$ cat src/rtl/mono_data_tx_pkg.sv
// Shared definitions for the Monopix end-of-column readout: hit field widths,
// serial word width and serialiser state encodings. Also used on the receive side.
package mono_data_tx_pkg;

  localparam int COL_W   = 6;
  localparam int ROW_W   = 8;
  localparam int LE_W    = 6;
  localparam int TE_W    = 6;
  localparam int WORD_W  = COL_W + ROW_W + LE_W + TE_W;  // 26, MSB sent first
  localparam int BITCNT_W = 5;                           // counts 25..0

  typedef logic [WORD_W-1:0] hit_word_t;

  typedef enum logic [1:0] {
    SER_IDLE  = 2'd0,
    SER_WAIT  = 2'd1,
    SER_SHIFT = 2'd2
  } ser_state_e;

endpackage

$ cat src/rtl/mono_data_tx_if.sv
// Hit injection and token/serial readout signals of the transmitter.
// slave: the transmitter itself; master: whoever injects hits and reads them.
interface mono_data_tx_if;
  import mono_data_tx_pkg::*;

  logic             HIT_WR;
  logic [COL_W-1:0] HIT_COL;
  logic [ROW_W-1:0] HIT_ROW;
  logic [LE_W-1:0]  HIT_LE;
  logic [TE_W-1:0]  HIT_TE;
  logic             HIT_FULL;
  logic             FREEZE;
  logic             READ;
  logic             TOKEN;
  logic             DATA;
  logic             DATA_VALID;
  logic [7:0]       LOST_CNT;
  logic             READ_ERR;

  modport slave (
    input  HIT_WR, HIT_COL, HIT_ROW, HIT_LE, HIT_TE, FREEZE, READ,
    output HIT_FULL, TOKEN, DATA, DATA_VALID, LOST_CNT, READ_ERR
  );

  modport master (
    output HIT_WR, HIT_COL, HIT_ROW, HIT_LE, HIT_TE, FREEZE, READ,
    input  HIT_FULL, TOKEN, DATA, DATA_VALID, LOST_CNT, READ_ERR
  );

endinterface

$ cat src/rtl/mono_data_tx_hit_fifo.sv
// Hit FIFO with first-word-fall-through head, occupancy count and full/empty.
// A push while full is accepted only together with a pop on the same edge.
module mono_tx_hit_fifo #(
  parameter  int DEPTH = 16,
  parameter  int WIDTH = 26,
  localparam int AW    = $clog2(DEPTH)
) (
  input  logic             clk,
  input  logic             rst_n,
  input  logic             push,
  input  logic             pop,
  input  logic [WIDTH-1:0] wdata,
  output logic [WIDTH-1:0] rdata,
  output logic [AW:0]      count,
  output logic             full,
  output logic             empty
);

  logic [WIDTH-1:0] mem_q [DEPTH];
  logic [AW-1:0]    wr_ptr_q, wr_ptr_d;
  logic [AW-1:0]    rd_ptr_q, rd_ptr_d;
  logic [AW:0]      count_q, count_d;
  logic             do_push, do_pop;

  assign full    = (count_q == (AW+1)'(DEPTH));
  assign empty   = (count_q == '0);
  assign count   = count_q;
  assign rdata   = mem_q[rd_ptr_q];
  assign do_pop  = pop && !empty;
  assign do_push = push && (!full || do_pop);

  // Next pointer and occupancy values.
  always_comb begin
    // NOTE: every output gets a default first so no path leaves it unassigned (no latch).
    wr_ptr_d = wr_ptr_q;
    rd_ptr_d = rd_ptr_q;
    if (do_push) wr_ptr_d = wr_ptr_q + AW'(1);
    if (do_pop)  rd_ptr_d = rd_ptr_q + AW'(1);
    count_d = count_q + (AW+1)'(do_push) - (AW+1)'(do_pop);
  end

  // Pointer and occupancy registers.
  always_ff @(posedge clk or negedge rst_n) begin
    // NOTE: non-blocking assignments so every flop samples pre-edge values.
    if (!rst_n) begin
      wr_ptr_q <= '0;
      rd_ptr_q <= '0;
      count_q  <= '0;
    end else begin
      wr_ptr_q <= wr_ptr_d;
      rd_ptr_q <= rd_ptr_d;
      count_q  <= count_d;
    end
  end

  // Storage array.
  always_ff @(posedge clk) begin
    // NOTE: the array is not reset; an empty FIFO never exposes stale entries.
    if (do_push) mem_q[wr_ptr_q] <= wdata;
  end

endmodule

$ cat src/rtl/mono_data_tx.sv
// Monopix end-of-column transmitter: buffers hits, raises TOKEN while hits are
// pending, honours the FREEZE snapshot and serialises one 26-bit word per READ edge.
module mono_data_tx
  import mono_data_tx_pkg::*;
#(
  parameter int DEPTH        = 16,
  parameter int DATA_LATENCY = 2
) (
  input logic           CLK,
  input logic           nRST,
  mono_data_tx_if.slave bus
);

  localparam int       CW        = $clog2(DEPTH) + 1;
  localparam bit [2:0] WAIT_INIT = 3'(DATA_LATENCY - 1);

  // FIFO side
  hit_word_t       fifo_rdata;
  logic [CW-1:0]   fifo_count;
  logic            fifo_full, fifo_empty;
  logic            push, pop, drop;

  // Control decodes
  logic            read_acc, freeze_rise, pending, ser_busy;

  // Registered state
  logic            read_q, freeze_q;
  logic [CW-1:0]   frozen_cnt_q, frozen_cnt_d;
  ser_state_e      state_q, state_d;
  logic [2:0]      wait_cnt_q, wait_cnt_d;
  logic [BITCNT_W-1:0] bit_cnt_q, bit_cnt_d;
  hit_word_t       shift_q, shift_d;
  logic            data_q, data_d;
  logic            valid_q, valid_d;
  logic            token_q, token_d;
  logic            full_q;
  logic [7:0]      lost_q, lost_d;
  logic            err_q, err_d;

  mono_tx_hit_fifo #(.DEPTH(DEPTH), .WIDTH(WORD_W)) u_fifo (
    .clk   (CLK),
    .rst_n (nRST),
    .push  (push),
    .pop   (pop),
    .wdata ({bus.HIT_COL, bus.HIT_ROW, bus.HIT_LE, bus.HIT_TE}),
    .rdata (fifo_rdata),
    .count (fifo_count),
    .full  (fifo_full),
    .empty (fifo_empty)
  );

  // The last SHIFT cycle (bit_cnt 0) already counts as idle so back-to-back
  // words are possible DATA_LATENCY+26 edges apart.
  assign read_acc    = bus.READ && !read_q;
  assign freeze_rise = bus.FREEZE && !freeze_q;
  assign pending     = freeze_q ? (frozen_cnt_q != '0) : !fifo_empty;
  assign ser_busy    = (state_q == SER_WAIT) || ((state_q == SER_SHIFT) && (bit_cnt_q != '0));
  assign pop         = read_acc && !ser_busy && pending;
  assign drop        = bus.HIT_WR && fifo_full && !pop;
  assign push        = bus.HIT_WR && !drop;

  // Serialiser, freeze snapshot and status next-state logic.
  always_comb begin
    state_d    = state_q;
    wait_cnt_d = wait_cnt_q;
    bit_cnt_d  = bit_cnt_q;
    shift_d    = shift_q;
    data_d     = 1'b0;
    valid_d    = 1'b0;

    unique case (state_q)
      SER_WAIT: begin
        if (wait_cnt_q == '0) begin
          state_d   = SER_SHIFT;
          data_d    = shift_q[WORD_W-1];
          valid_d   = 1'b1;
          shift_d   = {shift_q[WORD_W-2:0], 1'b0};
          bit_cnt_d = BITCNT_W'(WORD_W - 1);
        end else begin
          wait_cnt_d = wait_cnt_q - 3'd1;
        end
      end
      SER_SHIFT: begin
        if (bit_cnt_q != '0) begin
          data_d    = shift_q[WORD_W-1];
          valid_d   = 1'b1;
          shift_d   = {shift_q[WORD_W-2:0], 1'b0};
          bit_cnt_d = bit_cnt_q - BITCNT_W'(1);
        end else begin
          state_d = SER_IDLE;
        end
      end
      default: ;
    endcase

    if (pop) begin
      state_d    = SER_WAIT;
      shift_d    = fifo_rdata;
      wait_cnt_d = WAIT_INIT;
      data_d     = 1'b0;
      valid_d    = 1'b0;
    end

    // Snapshot taken against occupancy before this edge's write.
    if (!bus.FREEZE)     frozen_cnt_d = '0;
    else if (freeze_rise) frozen_cnt_d = fifo_count - CW'(pop);
    else                 frozen_cnt_d = frozen_cnt_q - CW'(pop);

    token_d = freeze_q ? (frozen_cnt_q != '0) : !fifo_empty;
    lost_d  = (drop && (lost_q != 8'hFF)) ? lost_q + 8'd1 : lost_q;
    err_d   = err_q | (read_acc && !pop);
  end

  // All control state and registered outputs.
  always_ff @(posedge CLK or negedge nRST) begin
    if (!nRST) begin
      read_q       <= 1'b0;
      freeze_q     <= 1'b0;
      frozen_cnt_q <= '0;
      state_q      <= SER_IDLE;
      wait_cnt_q   <= '0;
      bit_cnt_q    <= '0;
      shift_q      <= '0;
      data_q       <= 1'b0;
      valid_q      <= 1'b0;
      token_q      <= 1'b0;
      full_q       <= 1'b0;
      lost_q       <= '0;
      err_q        <= 1'b0;
    end else begin
      read_q       <= bus.READ;
      freeze_q     <= bus.FREEZE;
      frozen_cnt_q <= frozen_cnt_d;
      state_q      <= state_d;
      wait_cnt_q   <= wait_cnt_d;
      bit_cnt_q    <= bit_cnt_d;
      shift_q      <= shift_d;
      data_q       <= data_d;
      valid_q      <= valid_d;
      token_q      <= token_d;
      full_q       <= fifo_full;
      lost_q       <= lost_d;
      err_q        <= err_d;
    end
  end

  assign bus.TOKEN      = token_q;
  assign bus.DATA       = data_q;
  assign bus.DATA_VALID = valid_q;
  assign bus.HIT_FULL   = full_q;
  assign bus.LOST_CNT   = lost_q;
  assign bus.READ_ERR   = err_q;

endmodule

$ cat src/flat_wrapper.sv
// flat-port wrapper written by rule: the top's interface ports become plain ports
module mono_data_tx_flat import mono_data_tx_pkg::*;
#(
  parameter int DEPTH        = 16,
  parameter int DATA_LATENCY = 2
)
  (CLK, nRST, bus_HIT_WR, bus_HIT_COL, bus_HIT_ROW, bus_HIT_LE, bus_HIT_TE, bus_FREEZE, bus_READ, bus_HIT_FULL, bus_TOKEN, bus_DATA, bus_DATA_VALID, bus_LOST_CNT, bus_READ_ERR);
  mono_data_tx_if bus_i ();
  input logic CLK;
  input logic nRST;
  input wire logic [$bits(bus_i.HIT_WR)-1:0] bus_HIT_WR;
  input wire logic [$bits(bus_i.HIT_COL)-1:0] bus_HIT_COL;
  input wire logic [$bits(bus_i.HIT_ROW)-1:0] bus_HIT_ROW;
  input wire logic [$bits(bus_i.HIT_LE)-1:0] bus_HIT_LE;
  input wire logic [$bits(bus_i.HIT_TE)-1:0] bus_HIT_TE;
  input wire logic [$bits(bus_i.FREEZE)-1:0] bus_FREEZE;
  input wire logic [$bits(bus_i.READ)-1:0] bus_READ;
  output wire logic [$bits(bus_i.HIT_FULL)-1:0] bus_HIT_FULL;
  output wire logic [$bits(bus_i.TOKEN)-1:0] bus_TOKEN;
  output wire logic [$bits(bus_i.DATA)-1:0] bus_DATA;
  output wire logic [$bits(bus_i.DATA_VALID)-1:0] bus_DATA_VALID;
  output wire logic [$bits(bus_i.LOST_CNT)-1:0] bus_LOST_CNT;
  output wire logic [$bits(bus_i.READ_ERR)-1:0] bus_READ_ERR;
  assign bus_i.HIT_WR = bus_HIT_WR;
  assign bus_i.HIT_COL = bus_HIT_COL;
  assign bus_i.HIT_ROW = bus_HIT_ROW;
  assign bus_i.HIT_LE = bus_HIT_LE;
  assign bus_i.HIT_TE = bus_HIT_TE;
  assign bus_i.FREEZE = bus_FREEZE;
  assign bus_i.READ = bus_READ;
  assign bus_HIT_FULL = bus_i.HIT_FULL;
  assign bus_TOKEN = bus_i.TOKEN;
  assign bus_DATA = bus_i.DATA;
  assign bus_DATA_VALID = bus_i.DATA_VALID;
  assign bus_LOST_CNT = bus_i.LOST_CNT;
  assign bus_READ_ERR = bus_i.READ_ERR;
  mono_data_tx #(.DEPTH(DEPTH), .DATA_LATENCY(DATA_LATENCY)) u_core (.CLK(CLK), .nRST(nRST), .bus(bus_i));
endmodule
$ cat config.mk
export PLATFORM = sky130hd
export DESIGN_NAME = mono_data_tx_flat
export DESIGN_NICKNAME = d
export VERILOG_FILES = /design/src/rtl/mono_data_tx_pkg.sv /design/src/rtl/mono_data_tx_if.sv /design/src/rtl/mono_data_tx_hit_fifo.sv /design/src/rtl/mono_data_tx.sv /design/src/flat_wrapper.sv
export SDC_FILE = /design/constraint.sdc
export NUM_CORES = 1
export LEC_CHECK = 0
export CORE_MARGIN = 1.5
export CORE_UTILIZATION = 55
export DETAILED_ROUTE_END_ITERATION = 6
export PLACE_DENSITY = 0.72
export SLEW_MARGIN = 30
export SYNTH_ARGS = -nofsm -noshare
export SYNTH_HDL_FRONTEND = slang
export SYNTH_SLANG_ARGS = --single-unit
$ cat constraint.sdc
create_clock -name CLK -period 6.95 [get_ports CLK]
set_clock_uncertainty 0.15 [all_clocks]
set_input_delay 1.0425 -clock CLK [delete_from_list [all_inputs] [get_ports CLK]]
set_output_delay 1.0425 -clock CLK [all_outputs]
set_load 0.03 [all_outputs]
Word level (Yosys, flattened, before mapping). Memories as Yosys holds them, arrays and structs flattened. Cells that the tools add are included.

ROM bits: 0. Bits in writable memories: 416. Bits of input ports: 31. Bits in latches: 0. Output and inout bits: 13. Register bits: 69. Logic and storage cells: 96. Memories kept: 1.

Divide/modulo/power cells: 0. Equal/unequal tests: 10. Reduce and logical (&&, ||, !) cells: 32. Magnitude comparators: 0. Bitwise gates (word level): 1. Multiply operators: 0. Shift operators: 0. Multiplexer cells: 27. $add $sub $neg: 9.

Memories: u_core.u_fifo.mem_q (depth 16, width 26, read ports 1, clocked after Yosys merged registers in 0, wr ports 1, line mono_data_tx_hit_fifo.sv:19) `logic [WIDTH-1:0] mem_q [DEPTH];`.

Operators by type and width (number): $mux 26 (3); $pmux 26 s2 (1); $mux 5 (4); $sub 5x1->5 (3); $logic_and 1x1->1 (12); $pmux 5 s2 (1); $reduce_bool 5->1 (2); $mux 1 (9); $mux 3 (3); $ne 3x2->1 const B (3); $reduce_and 3->1 (3); $add 4x1->4 const B (2); $add 8x1->8 const B (1); $ne 8x8->1 const B (1); $logic_not 1->1 (7); $mux 2 (3); $add 5x1->5 (1); $eq 5x5->1 const B (1); $logic_not 5->1 (1); $sub 5x1->5 const B (1); $ne 2x2->1 const B (2); $pmux 1 s2 (2); $pmux 2 s2 (1); $reduce_bool 2->1 (2); other kinds (9) (10).

Longest topological paths before layout.
Word-level depth: 13. Gate-level depth with buffers: 17. Mapped depth without buffers: 16.

By module. Synthesis repeated with hierarchy kept, for this count alone.

Cell total of the unflattened synthesis: 1126. Area, all modules: 19477.4 µm².

Modules (own cells, without submodules): mono_tx_hit_fifo (seq. area each 12817.3 µm², area an instance 16741.1 µm², cells each 835, instances 1); mono_data_tx (seq. area each 1401.3 µm², area an instance 2736.4 µm², cells each 291, instances 1).

Worst setup path before layout. No wires, ideal clock.

Kind: in2reg. Start: input bus_READ. End: memory u_core.u_fifo.mem_q[1][0], enable pin. Library setup time: 0.442 ns. Arrival: 4.122 ns. Cell stages on the path: 6. Setup slack: 2.236 ns. Data required time: 6.358 ns. Buffers on the path: 1. Cells stage by stage: nor3b_1 -> nand3_4 -> inv_2 -> buf_4 -> o211ai_2 -> nor3_1.

Cells in the longest elaborated chain, start to end: 10. Elaborated cells on any way between the ends: 12. Those cells by class: mux (2); reduce/logical (10).

RTL lines: start, declared (line flat_wrapper.sv:17) `input wire logic [$bits(bus_i.READ)-1:0] bus_READ;`; $logic_and 1x1->1 (*) (line mono_data_tx.sv:54) `assign read_acc = bus.READ && !read_q;`; $logic_and 1x1->1 (*) (2 in series) (line mono_data_tx.sv:58) `assign pop = read_acc && !ser_busy && pending;`; via u_core.pop (line mono_data_tx.sv:21) `logic push, pop, drop;`; $logic_not 1->1 (line mono_data_tx.sv:59) `assign drop = bus.HIT_WR && fifo_full && !pop;`; $logic_and 1x1->1 (line mono_data_tx.sv:59); $logic_not 1->1 (line mono_data_tx.sv:60) `assign push = bus.HIT_WR && !drop;`; $logic_and 1x1->1 (line mono_data_tx.sv:60); $logic_and 1x1->1 (*) (line mono_data_tx_hit_fifo.sv:30) `assign do_push = push && (!full || do_pop);`; $mux 1 (*) (line mono_data_tx_hit_fifo.sv:59) `if (do_push) mem_q[wr_ptr_q] <= wdata;`; $mux 1 (implied by the code) (*) (line mono_data_tx_hit_fifo.sv:59); end, declared (line mono_data_tx_hit_fifo.sv:19).

Mark *: on every way through the listed nets, which the timed path passes. The rest lies on a longest branch.

Final worst setup path.
Start: register u_core.bit_cnt_q[0]. End: register u_core.u_fifo.count_q[4], in the netlist u_core.u_fifo.count[4].

Cells in the longest elaborated chain, start to end: 13. Elaborated cells on any way between the ends: 15. Those cells by class: add/sub (2); reduce/logical (13).

RTL lines: start, declared (line mono_data_tx.sv:31) `logic [BITCNT_W-1:0] bit_cnt_q, bit_cnt_d;`; start signal, assigned (line mono_data_tx.sv:136) `bit_cnt_q <= bit_cnt_d;`; $reduce_bool 5->1 (*) (line mono_data_tx.sv:57) `assign ser_busy = (state_q == SER_WAIT) || ((state_q == SER_SHIFT) && (bit_cnt_q != '0));`; $logic_and 1x1->1 (*) (line mono_data_tx.sv:57); $logic_or 1x1->1 (*) (line mono_data_tx.sv:57); $logic_not 1->1 (*) (line mono_data_tx.sv:58); $logic_and 1x1->1 (*) (2 in series) (line mono_data_tx.sv:58); $logic_not 1->1 (line mono_data_tx.sv:59); $logic_and 1x1->1 (line mono_data_tx.sv:59); $logic_not 1->1 (line mono_data_tx.sv:60); $logic_and 1x1->1 (line mono_data_tx.sv:60); $logic_and 1x1->1 (line mono_data_tx_hit_fifo.sv:30); $add 5x1->5 (line mono_data_tx_hit_fifo.sv:39) `count_d = count_q + (AW+1)'(do_push) - (AW+1)'(do_pop);`; $sub 5x1->5 (*) (line mono_data_tx_hit_fifo.sv:39); via u_core.u_fifo.count_d[4] (line mono_data_tx_hit_fifo.sv:22) `logic [AW:0] count_q, count_d;`; end signal, assigned (line mono_data_tx_hit_fifo.sv:52) `count_q <= count_d;`; end, declared (line mono_data_tx_hit_fifo.sv:22).

Marks and branches as above. A chain may end at the register's enable or synchronous reset.

==> out/metrics.cfg <==
[run_status]
outcome=finished, final reports clean

[synth]
ys_seq_area_share_pct=74.09
syn-num-nets=994
synthSimpleGateAreaFrac_pct=2.503
synth_top_family_by_area=multiplexers
ys_warn_count=0
synth_top_area_share_pct=65.09
async_reset_ff_share_pct=14.23
yosys-top-cells-area=edfxtp_1 65%, mux4_2 12%, dfrtp_1 9.0%
synthFlopType=edfxtp_1
synth-seq-cells=485
synth-adder-area-share_pct=1.408
syn_area_um2=19190
synth_mux_area_share_pct=16.98
syn-instance-count=942
yosysMostFrequentCell=edfxtp_1
synth_common_cells=416 x edfxtp_1, 104 x mux4_2, 69 x dfrtp_1
synthDistinctLibCells=48
synth_compound_area_share_pct=2.582
synth_top_area_cell=edfxtp_1
syn_avg_cell_area_um2=20.37
synth-edff-count=416
yosys.area_share.xor_xnor_pct=1.050

[critical_path]
r2r_setup_slack_ns=2.57
crit_arrival_ns=4.71
crit_path_start=u_core.bit_cnt_q[0]
required_ns=7.28
r2r-start=u_core.bit_cnt_q[0]
start_kind=flip-flop
setup.worst_path.class=flip-flop to flip-flop
crit_fanout=31
end_kind=flip-flop

[job]
max_cap_violations=0

[grt]
met2_usage_pct=36.97
grt_busiest_layer=met2
grt_pass1_vias=9452
antenna_found_initial=0
gr-usage-all-layers_pct=21.92
grt_overflow=0
grt_use_met1_pct=30.73
grt_use_met3_pct=3.247
grt_max_degree=70
grt_pass1_wl_mm=58.08

[route]
dr.first_iter.drc_count=725
wl_mm=37.99
vias=9075
drt-wirelength-per-cell_um=25.24
vias_per_cell=6.030
firstDrtPassIters=5
ant_nets=0
route.detailed.drc=0

[power]
powerDensity_nw_per_um2=406.4
leakage_nw=7.270
power_w=0.008936
ir_worst_vdd_mv=0.3351

[cts]
htreeDepth=2
clock-root-buffer=clkbuf_16
cts_sinks=485
post_cts_buffers=0
clock_latency_ns=0.56
clkSlewWorstSetupHoldPaths_ns=0.06
cts_buffer_depth=3
cts_tree=yes
postCtsHoldBufs=0
post_cts_resized=0
cts_buffers=48

[cells_and_area]
nets=1062
regArea_um2=14230
filler_cell_count=2323
diodes=0
final_area_um2=21990
multi_input_area_um2=4848
areaGrowthSynthToFinish_pct=14.57
drive_above_1_share_pct=26.86

[timing]
rsz0062_at_grt=no
drv_slew=0
max_freq_mhz=228.4
final.period_utilization_pct=63.00
hold_violations=0
setup_viol=0
fin_crit_ns=4.379
tightest_slew_ns=0.9516
relSlewSlack_pct=36.41
timing.setup.tns_ns=0

[floorplanning]
rows=68
core-area_um2=34460
die-area_um2=36020
die_w_um=189.8
chipHeight_um=189.8
ioPinCount=44
start_util_pct=55.70

[placed_design]
hpwl_mm=21.53
port_buffers=43
dpl_cell_area_um2=20280
gp_congestion=0.7880

[min_path]
holdCritStartpoint=u_core.wait_cnt_q[0]
holdCritPathClass=flip-flop to flip-flop

==> metrics by stage <==
stage | cells | hold slack, ns | utilization [%] | setup slack (ns)
final | 1505 | 0.3230 | 63.81 | 2.571
after global routing | 1505 | 0.3549 | 63.81 | 2.224
after CTS | 1497 | 0.3240 | 63.22 | 2.340
after detailed placement | 1407 | 0.3109 | 58.86 | 1.787
after global placement | 1404 | 0.3058 | 58.62 | 1.821
after floorplan | 942 | 0.2945 | - | 2.236
==> cells by family after synthesis <==
kind of cell,Yosys count
AO/OA/AOI/OAI,76
XOR/XNOR,23
adder cells (fa/ha/maj),21
buffers and inverters,63
flip-flops,485
multiplexers,189
AND/OR/NAND/NOR,85
==> layer usage <==
metal	wire length [µm]	vias up
li1	-	3969
met1	16230	4776
met2	19160	285
met3	2009	45
met4	584	0
met5	0	-
==> layout by cell type, fill, tap and decap left out, types with 16 or more instances in the layout <==
| cell type | instances |
|---|---|
| mux4_2 | 104 |
| inv_1 | 16 |
| edfxtp_1 | 416 |
| a21oi_1 | 33 |
| clkbuf_16 | 48 |
| ha_1 | 20 |
| mux2_2 | 53 |
| clkdlybuf4s50_1 | 42 |
| mux2i_1 | 32 |
| dfrtp_1 | 66 |
| o22ai_1 | 25 |
==> path summary, 6_finish.rpt <==
kind / endpoint / cells after the start
setup / recovery: u_core.u_fifo.count[4] / 15
hold / removal: u_core.wait_cnt_q[0] / 1
setup reg to reg: u_core.u_fifo.count[4] / 15
hold reg to reg: u_core.wait_cnt_q[0] / 1
max in group asynchronous: u_core.u_fifo.rd_ptr_q[0] / 1
min in group asynchronous: u_core.bus.LOST_CNT[4] / 1
==> sequential cells by signal, summed over array words and instances (netlist names) <==
name	flops
u_core.bus.READ_ERR	1
u_core.u_fifo.mem_q	416
u_core.shift_q	26
u_core.bit_cnt_q	5
u_core.u_fifo.rd_ptr_q	4
u_core.bus.LOST_CNT	8
u_core.bus.HIT_FULL	1
u_core.frozen_cnt_q	5
u_core.bus.DATA_VALID	1
u_core.bus.TOKEN	1
u_core.wait_cnt_q	3
u_core.u_fifo.wr_ptr_q	4
u_core.freeze_q	1
u_core.state_q	2
u_core.u_fifo.count	5
u_core.bus.DATA	1
u_core.read_q	1
==> cell type report <==
type,instances,area share [%]
timing repair buffer,64,3.534
clock inverter,29,1.058
clock buffer,61,5.776
multi-input combinational,394,22.05
sequential,485,64.70
tap,455,2.589
inverter,17,0.2902
==> worst max-delay path: stages (launching register included) <==
cell      delay (ns)
dfrtp_1         0.39
inv_1           0.11
ha_1            0.14
nor4b_1         0.54
nand2b_1        0.53
nand3_4         0.44
inv_2           0.43
o21ai_2         0.14
ha_1            0.30
inv_1           0.03
ha_1            0.20
fa_1            0.42
a21oi_1         0.16
nor2_1          0.06
nor2_1          0.11
xnor2_1         0.13
==> power breakdown <==
group	switching, W	internal [W]	total, W
logic	0.00132	0.00128	0.00260
registers	0.000290	0.00359	0.00388
clock network	0.00108	0.00138	0.00246
(Power assumes the default switching activity.)
